--- src/rtl/fll_reg_endpoint.sv ---
// FLL-side endpoint of the FLL_BUS 4-phase req/ack handshake.
// Synchronises req_i, holds the FLL configuration registers and serves reads/writes.
module fll_reg_endpoint #(
    parameter logic [31:0] CFG1_RST  = 32'h0000_0000,
    parameter logic [31:0] CFG2_RST  = 32'h0000_0000,
    parameter logic [31:0] INTEG_RST = 32'h0000_0000
) (
    input  logic        clk_i,
    input  logic        rst_i,
    input  logic        req_i,
    input  logic        wrn_i,
    input  logic [1:0]  addr_i,
    input  logic [31:0] wdata_i,
    output logic        ack_o,
    output logic [31:0] rdata_o,
    input  logic        lock_i,
    input  logic [15:0] freq_cnt_i,
    output logic [31:0] cfg1_o,
    output logic [31:0] cfg2_o,
    output logic [31:0] integ_o,
    output logic        cfg_upd_o,
    output logic [1:0]  cfg_upd_idx_o
);

    typedef enum logic [1:0] {
        ST_IDLE    = 2'd0,
        ST_CAPTURE = 2'd1,
        ST_ACCESS  = 2'd2,
        ST_ACK     = 2'd3
    } state_t;

    state_t      state_q, state_d;
    logic        req_meta_q, req_s_q;
    logic        wrn_q, wrn_d;
    logic [1:0]  addr_q, addr_d;
    logic [31:0] wdata_q, wdata_d;
    logic        ack_q, ack_d;
    logic [31:0] rdata_q, rdata_d;
    logic        upd_q, upd_d;
    logic [1:0]  upd_idx_q, upd_idx_d;
    logic [31:0] cfg1_q, cfg1_d;
    logic [31:0] cfg2_q, cfg2_d;
    logic [31:0] integ_q, integ_d;
    logic [31:0] rd_mux;

    // Two-flop synchroniser for the request coming from the bridge clock domain
    always_ff @(posedge clk_i or posedge rst_i) begin
        if (rst_i) begin
            req_meta_q <= 1'b0;
            req_s_q    <= 1'b0;
        end else begin
            req_meta_q <= req_i;
            req_s_q    <= req_meta_q;
        end
    end

    // Read-data selection; REG0 is live status sampled when the access executes
    always_comb begin
        rd_mux = 32'd0;
        case (addr_q)
            2'd0:    rd_mux = {lock_i, 15'd0, freq_cnt_i};
            2'd1:    rd_mux = cfg1_q;
            2'd2:    rd_mux = cfg2_q;
            2'd3:    rd_mux = integ_q;
            default: rd_mux = 32'd0;
        endcase
    end

    // Handshake FSM next-state, register writes and read capture
    always_comb begin
        state_d   = state_q;
        wrn_d     = wrn_q;
        addr_d    = addr_q;
        wdata_d   = wdata_q;
        ack_d     = ack_q;
        rdata_d   = rdata_q;
        upd_d     = 1'b0;
        upd_idx_d = upd_idx_q;
        cfg1_d    = cfg1_q;
        cfg2_d    = cfg2_q;
        integ_d   = integ_q;
        case (state_q)
            ST_IDLE: begin
                if (req_s_q) begin
                    wrn_d   = wrn_i;
                    addr_d  = addr_i;
                    wdata_d = wdata_i;
                    state_d = ST_CAPTURE;
                end else begin
                    state_d = ST_IDLE;
                end
            end
            ST_CAPTURE: state_d = ST_ACCESS;
            ST_ACCESS: begin
                ack_d   = 1'b1;
                state_d = ST_ACK;
                if (wrn_q) begin
                    rdata_d = rd_mux;
                end else begin
                    // A write to the status word is acknowledged but otherwise dropped
                    case (addr_q)
                        2'd1: begin cfg1_d  = wdata_q; upd_d = 1'b1; upd_idx_d = 2'd1; end
                        2'd2: begin cfg2_d  = wdata_q; upd_d = 1'b1; upd_idx_d = 2'd2; end
                        2'd3: begin integ_d = wdata_q; upd_d = 1'b1; upd_idx_d = 2'd3; end
                        default: upd_d = 1'b0;
                    endcase
                end
            end
            ST_ACK: begin
                if (!req_s_q) begin
                    ack_d   = 1'b0;
                    state_d = ST_IDLE;
                end else begin
                    state_d = ST_ACK;
                end
            end
            default: state_d = ST_IDLE;
        endcase
    end

    // State and datapath registers
    always_ff @(posedge clk_i or posedge rst_i) begin
        if (rst_i) begin
            state_q   <= ST_IDLE;
            wrn_q     <= 1'b1;
            addr_q    <= 2'd0;
            wdata_q   <= 32'd0;
            ack_q     <= 1'b0;
            rdata_q   <= 32'd0;
            upd_q     <= 1'b0;
            upd_idx_q <= 2'd0;
            cfg1_q    <= CFG1_RST;
            cfg2_q    <= CFG2_RST;
            integ_q   <= INTEG_RST;
        end else begin
            state_q   <= state_d;
            wrn_q     <= wrn_d;
            addr_q    <= addr_d;
            wdata_q   <= wdata_d;
            ack_q     <= ack_d;
            rdata_q   <= rdata_d;
            upd_q     <= upd_d;
            upd_idx_q <= upd_idx_d;
            cfg1_q    <= cfg1_d;
            cfg2_q    <= cfg2_d;
            integ_q   <= integ_d;
        end
    end

    assign ack_o         = ack_q;
    assign rdata_o       = rdata_q;
    assign cfg1_o        = cfg1_q;
    assign cfg2_o        = cfg2_q;
    assign integ_o       = integ_q;
    assign cfg_upd_o     = upd_q;
    assign cfg_upd_idx_o = upd_idx_q;

endmodule

--- config.mk ---
export PLATFORM = sky130hd
export DESIGN_NAME = fll_reg_endpoint
export DESIGN_NICKNAME = d
export VERILOG_FILES = /design/src/rtl/fll_reg_endpoint.sv
export SDC_FILE = /design/constraint.sdc
export NUM_CORES = 1
export LEC_CHECK = 0
export BUFFER_PORTS_ARGS = -buffer_cell sky130_fd_sc_hd__buf_2
export CAP_MARGIN = 15
export CELL_PAD_IN_SITES_DETAIL_PLACEMENT = 0
export CELL_PAD_IN_SITES_GLOBAL_PLACEMENT = 1
export CORE_UTILIZATION = 43
export CTS_CLUSTER_SIZE = 40
export DETAILED_ROUTE_END_ITERATION = 16
export PLACE_DENSITY_LB_ADDON = 0.1
export SYNTH_ARGS = -nofsm -noshare
export SYNTH_HDL_FRONTEND = slang
export SYNTH_SLANG_ARGS = --single-unit
--- constraint.sdc ---
create_clock -name clk_i -period 9 [get_ports clk_i]
set_clock_uncertainty 0.05 [all_clocks]
set_input_delay 2.7 -clock clk_i [delete_from_list [all_inputs] [get_ports clk_i]]
set_output_delay 2.7 -clock clk_i [all_outputs]
set_load 0.1 [all_outputs]
---- After elaboration in Yosys (flattened, before gate mapping) ----
Index checks and enable logic that the tools add are counted.
storage, ports and cells
  bits in writable memories ............... 0
  word-level logic and storage cells ...... 43
  latch bits .............................. 0
  bits in read-only memories .............. 0
  output and inout bits ................... 132
  memories kept ........................... 0
  input bits .............................. 55
  register bits ........................... 171
cells by class
  muxes and demuxes ....................... 10
  eq/ne operators ......................... 7
  order comparisons ....................... 0
  add/sub/neg operators ................... 0
  divide/modulo/power cells ............... 0
  bitwise logic cells ..................... 1
  shift operators ......................... 0
  multipliers ............................. 0
  reduce and logical (&&, ||, !) cells .... 12
operators by type and width
  operator                                                               count
  32-bit one-hot mux with 4 select lines                                 1
  3-bit AND reduction                                                    4
  2-bit equality test, second input constant                             4
  2-bit one-hot mux with 4 select lines                                  1
  2-bit one-hot mux with 3 select lines                                  1
  2-bit AND reduction                                                    3
  1-bit 2-to-1 mux                                                       5
  2-bit by 1-bit equality test with 1-bit output, second input constant  2
  2-bit zero test                                                        2
  3-bit nonzero test                                                     1
  3-bit OR reduction                                                     1
  2-bit 2-to-1 mux                                                       1
  2-bit != test, second input constant                                   1
  1-bit one-hot mux with 2 select lines                                  1
  2-bit nonzero test                                                     1
  1-bit inverter                                                         1

---- Logic depth before layout (Yosys ltp) ----
  word-level depth ........................ 5
  depth in mapped cells ................... 6
  mapped depth without buffers ............ 3

---- Worst setup path after synthesis ----
No wires, ideal clock.
  path kind ............................... flip-flop to output port
  start ................................... reg integ_q[0], in the netlist integ_o[0]
  end ..................................... out integ_o[0]
  cell stages (with the launch flop) ...... 1
  setup slack ............................. 5.338 ns
  buffers on the path ..................... 0
  required time ........................... 6.250 ns
  arrival ................................. 0.912 ns
  cell sequence ........................... dfrtp_1
RTL lines
  item                    RTL line  RTL
  from (decl)             43        logic [31:0] integ_q, integ_d;
  from (signal assigned)  146       integ_q <= integ_d;
  to (decl)               20        output logic [31:0] integ_o,
No word-level cell between the ends.

---- Final worst setup path ----
  start ................................... reg integ_q[6], in the netlist integ_o[6]
  end ..................................... out integ_o[6]
No word-level cell between the ends.

==> out/results.txt <==
Status = completed
Worst hold path class = flop to flop
DRC = 0
Detailed Route WL = 17.0 mm
Worst-path cell chain = buf_2
Longest Clk Path Bufs = 2
Worst-Skew Late Latency = 0.42 ns
Post-synthesis cell count = 485
Final ANT Viol Nets = 0
Row Count = 46
Detail Placement HPWL = 11.1 mm
Wirelength per Cell = 19.0 um
Slew @ Worst Pin = 0.979 ns
CP Capture Type = output port
Total iterations of the first detailed-routing run = 4
Slew HR = 34.5%
Max-cap violations = 0
Initial core utilization = 44.7%
Worst EP required = 6.25 ns
Worst r2r src = addr_q[1]
Core box area = 0.0161 mm^2
Die Footprint = 0.0173 mm^2
Max Slew Vio Count = 0
Largest net degree at the start of global routing = 101
RSZ-0062 raised after global routing = no
Htree depth = 4
R2R Setup Slk = 5.57 ns
Fillers = 1415
Die height = 131 um
Initial antenna violation count = 2
Synth-to-layout area growth = 24.4%
Initial DRC count = 175
Mapped Avg Cell Area = 14.8 um^2
Clk slew on worst S/H paths = 0.06 ns
Global-route wire length before repair = 27.3 mm
CTS buffer count = 17
Synth Register Bits = 171
Cts hold-fix bufs = 0
Distinct cells, synth = 30
Port Buffers = 186
Root Buffer = clkbuf_16
Post-route clock period utilization = 44.6%
Io pins = 187
Final setup TNS = 0 ns
FMAX = 0.249 GHz
CP Class = flop to output port
Final min period = 4.02 ns
Vias = 4634
Clock sink total = 171
Total track usage = 20.5%
Worst r2r path cells = 3
GPL Wtd Cong = 0.726
Total gr overflow = 0
Largest fanout on the critical path = 3
Layout cells sized above 1 = 55.6%
CTS resizes = 0
Final Setup Violations = 0
Post-synthesis cell area = 0.00720 mm^2
Delay-heaviest family, CP = buffers and inverters
Buffers & Inverters on Critical Path = 1
Worst Path Arrival = 1.27 ns
CP startpoint kind = flop
Synthesis Warnings = 0
Slowest library cell on the worst path = buf_2
Worst Hold Depth = 0
Vias per cell = 5.18
Worst path max stage delay = 0.45 ns
Syn Nets = 540
Stages on the worst setup path = 1
Final net count = 720
WHS Endpoint = req_s_q
Die width = 131 um
Hold Startpoint = req_meta_q
Post-CTS Setup Inserts = 0
Seq/Total Area, Yosys = 59.5%
Vias in the first global route = 4867
Critical R2R Capture = cfg2_o[7]
Final Hold Fails = 0
CTS tree = done
## cell usage after synthesis
master / number / area (um^2)
nor2b_1: 2 / 12.5
dfrtp_1: 170 / 4250
o21a_1: 1 / 7.51
nor2_2: 1 / 6.26
a22oi_1: 15 / 113
nand4bb_1: 1 / 11.3
maj3_1: 1 / 10.0
buf_6: 6 / 67.6
o221ai_1: 17 / 149
nand3_1: 1 / 5.00
a22o_1: 1 / 8.76
mux2_1: 1 / 11.3
nor3b_2: 1 / 12.5
mux2_4: 30 / 450
nand3b_1: 2 / 15.0
inv_1: 2 / 7.51
nand2_2: 1 / 6.26
clkbuf_1: 6 / 22.5
clkbuf_2: 1 / 5.00
buf_4: 6 / 45.0
buf_2: 10 / 50.1
mux2_2: 115 / 1290
nand2b_1: 1 / 6.26
buf_1: 1 / 3.75
nand3_2: 1 / 10.0
nand2_1: 40 / 150
nor3b_4: 1 / 18.8
dfstp_2: 1 / 26.3
mux2i_1: 34 / 340
o21ai_0: 15 / 75.1
## through the flow
step | hold WS (ns) | utilization, % | setup WS, ns | std cells | cell area [um^2]
after floorplan | 0.281 | - | 1.62 | 485 | 7200
after global placement | 0.287 | 51.3 | 4.51 | 862 | 8260
after detailed placement | 0.285 | 51.3 | 4.45 | 862 | 8260
after CTS | 0.303 | 55.5 | 4.90 | 894 | 8950
after global routing | 0.328 | 55.5 | 4.67 | 895 | 8950
final | 0.309 | 55.5 | 4.98 | 895 | 8950
## worst max-delay path by stage
stage | start | slack, ns | endpoint
after floorplan | rst_i | 1.62 | ack_o
after global placement | rst_i | 4.51 | cfg2_o[4]
after detailed placement | rst_i | 4.45 | cfg1_o[4]
after CTS | rst_i | 4.90 | rdata_o[4]
after global routing | rst_i | 4.67 | rdata_o[4]
final | integ_o[6] | 4.98 | integ_o[6]
## flip-flops by register name (all words and copies together), names as in the netlist
| register | flops |
|---|---|
| cfg_upd_idx_o | 2 |
| state_q | 2 |
| integ_o | 32 |
| ack_o | 1 |
| wrn_q | 1 |
| cfg_upd_o | 1 |
| rdata_o | 32 |
| addr_q | 2 |
| cfg2_o | 32 |
| req_meta_q | 1 |
| cfg1_o | 32 |
| wdata_q | 32 |
| req_s_q | 1 |
## cells by family (layout without fill, tap and decap cells)
family                   Yosys count  in the layout  share of synthesized area [%]
multiplexers                     180            180                           29.1
flip-flops                       171            171                           59.5
AND/OR/NAND/NOR                   52             52                           3.53
AO/OA/AOI/OAI                     49             49                           4.90
buffers and inverters             32            225                           2.80
adder cells (fa/ha/maj)            1              1                          0.139
other                              0              1                              0
## routing by layer
metal	track usage [%]	vias to the layer above	part of all wire [%]	wire length (um)
li1	-	2117	-	-
met1	26.8	2360	44	7550
met2	33.2	136	48	8220
met3	5.13	19	6.0	1020
met4	7.43	2	1.3	227
met5	0	-	0.059	10
## layout by cell type (no fill, tap or decap)
cell / instances
mux2_1: 1
nor2_4: 1
clkinv_4: 1
nand2_1: 40
nor2b_2: 1
clkinv_2: 4
mux2i_1: 34
dfrtp_4: 1
nand3_1: 1
nand2b_1: 1
mux2_2: 115
nand3b_1: 2
mux2_4: 30
a22o_1: 1
inv_1: 1
nand4bb_1: 1
o21ai_0: 15
clkbuf_16: 17
nand3_2: 1
dfrtp_1: 169
dfstp_2: 1
maj3_1: 1
buf_4: 5
o21a_1: 1
a22oi_1: 15
clkbuf_8: 3
diode_2: 1
o221ai_1: 17
clkinvlp_4: 1
nor2b_1: 1
nor3b_4: 2
nand2_2: 1
bufinv_16: 6
buf_2: 186
inv_6: 1
## final cells by class
class,count,area [um^2],area share [%]
Antenna cell,1,2.50,0.0280
Clock buffer,20,467,5.22
Tap cell,216,270,3.02
Multi-Input combinational cell,282,2730,30.5
Inverter,2,12.5,0.140
Timing Repair Buffer,191,968,10.8
Sequential cell,171,4280,47.9
Clock inverter,12,216,2.42
Power is not shown: default switching activity piles up to over one toggle a cycle in this logic, so the estimate is an artifact.
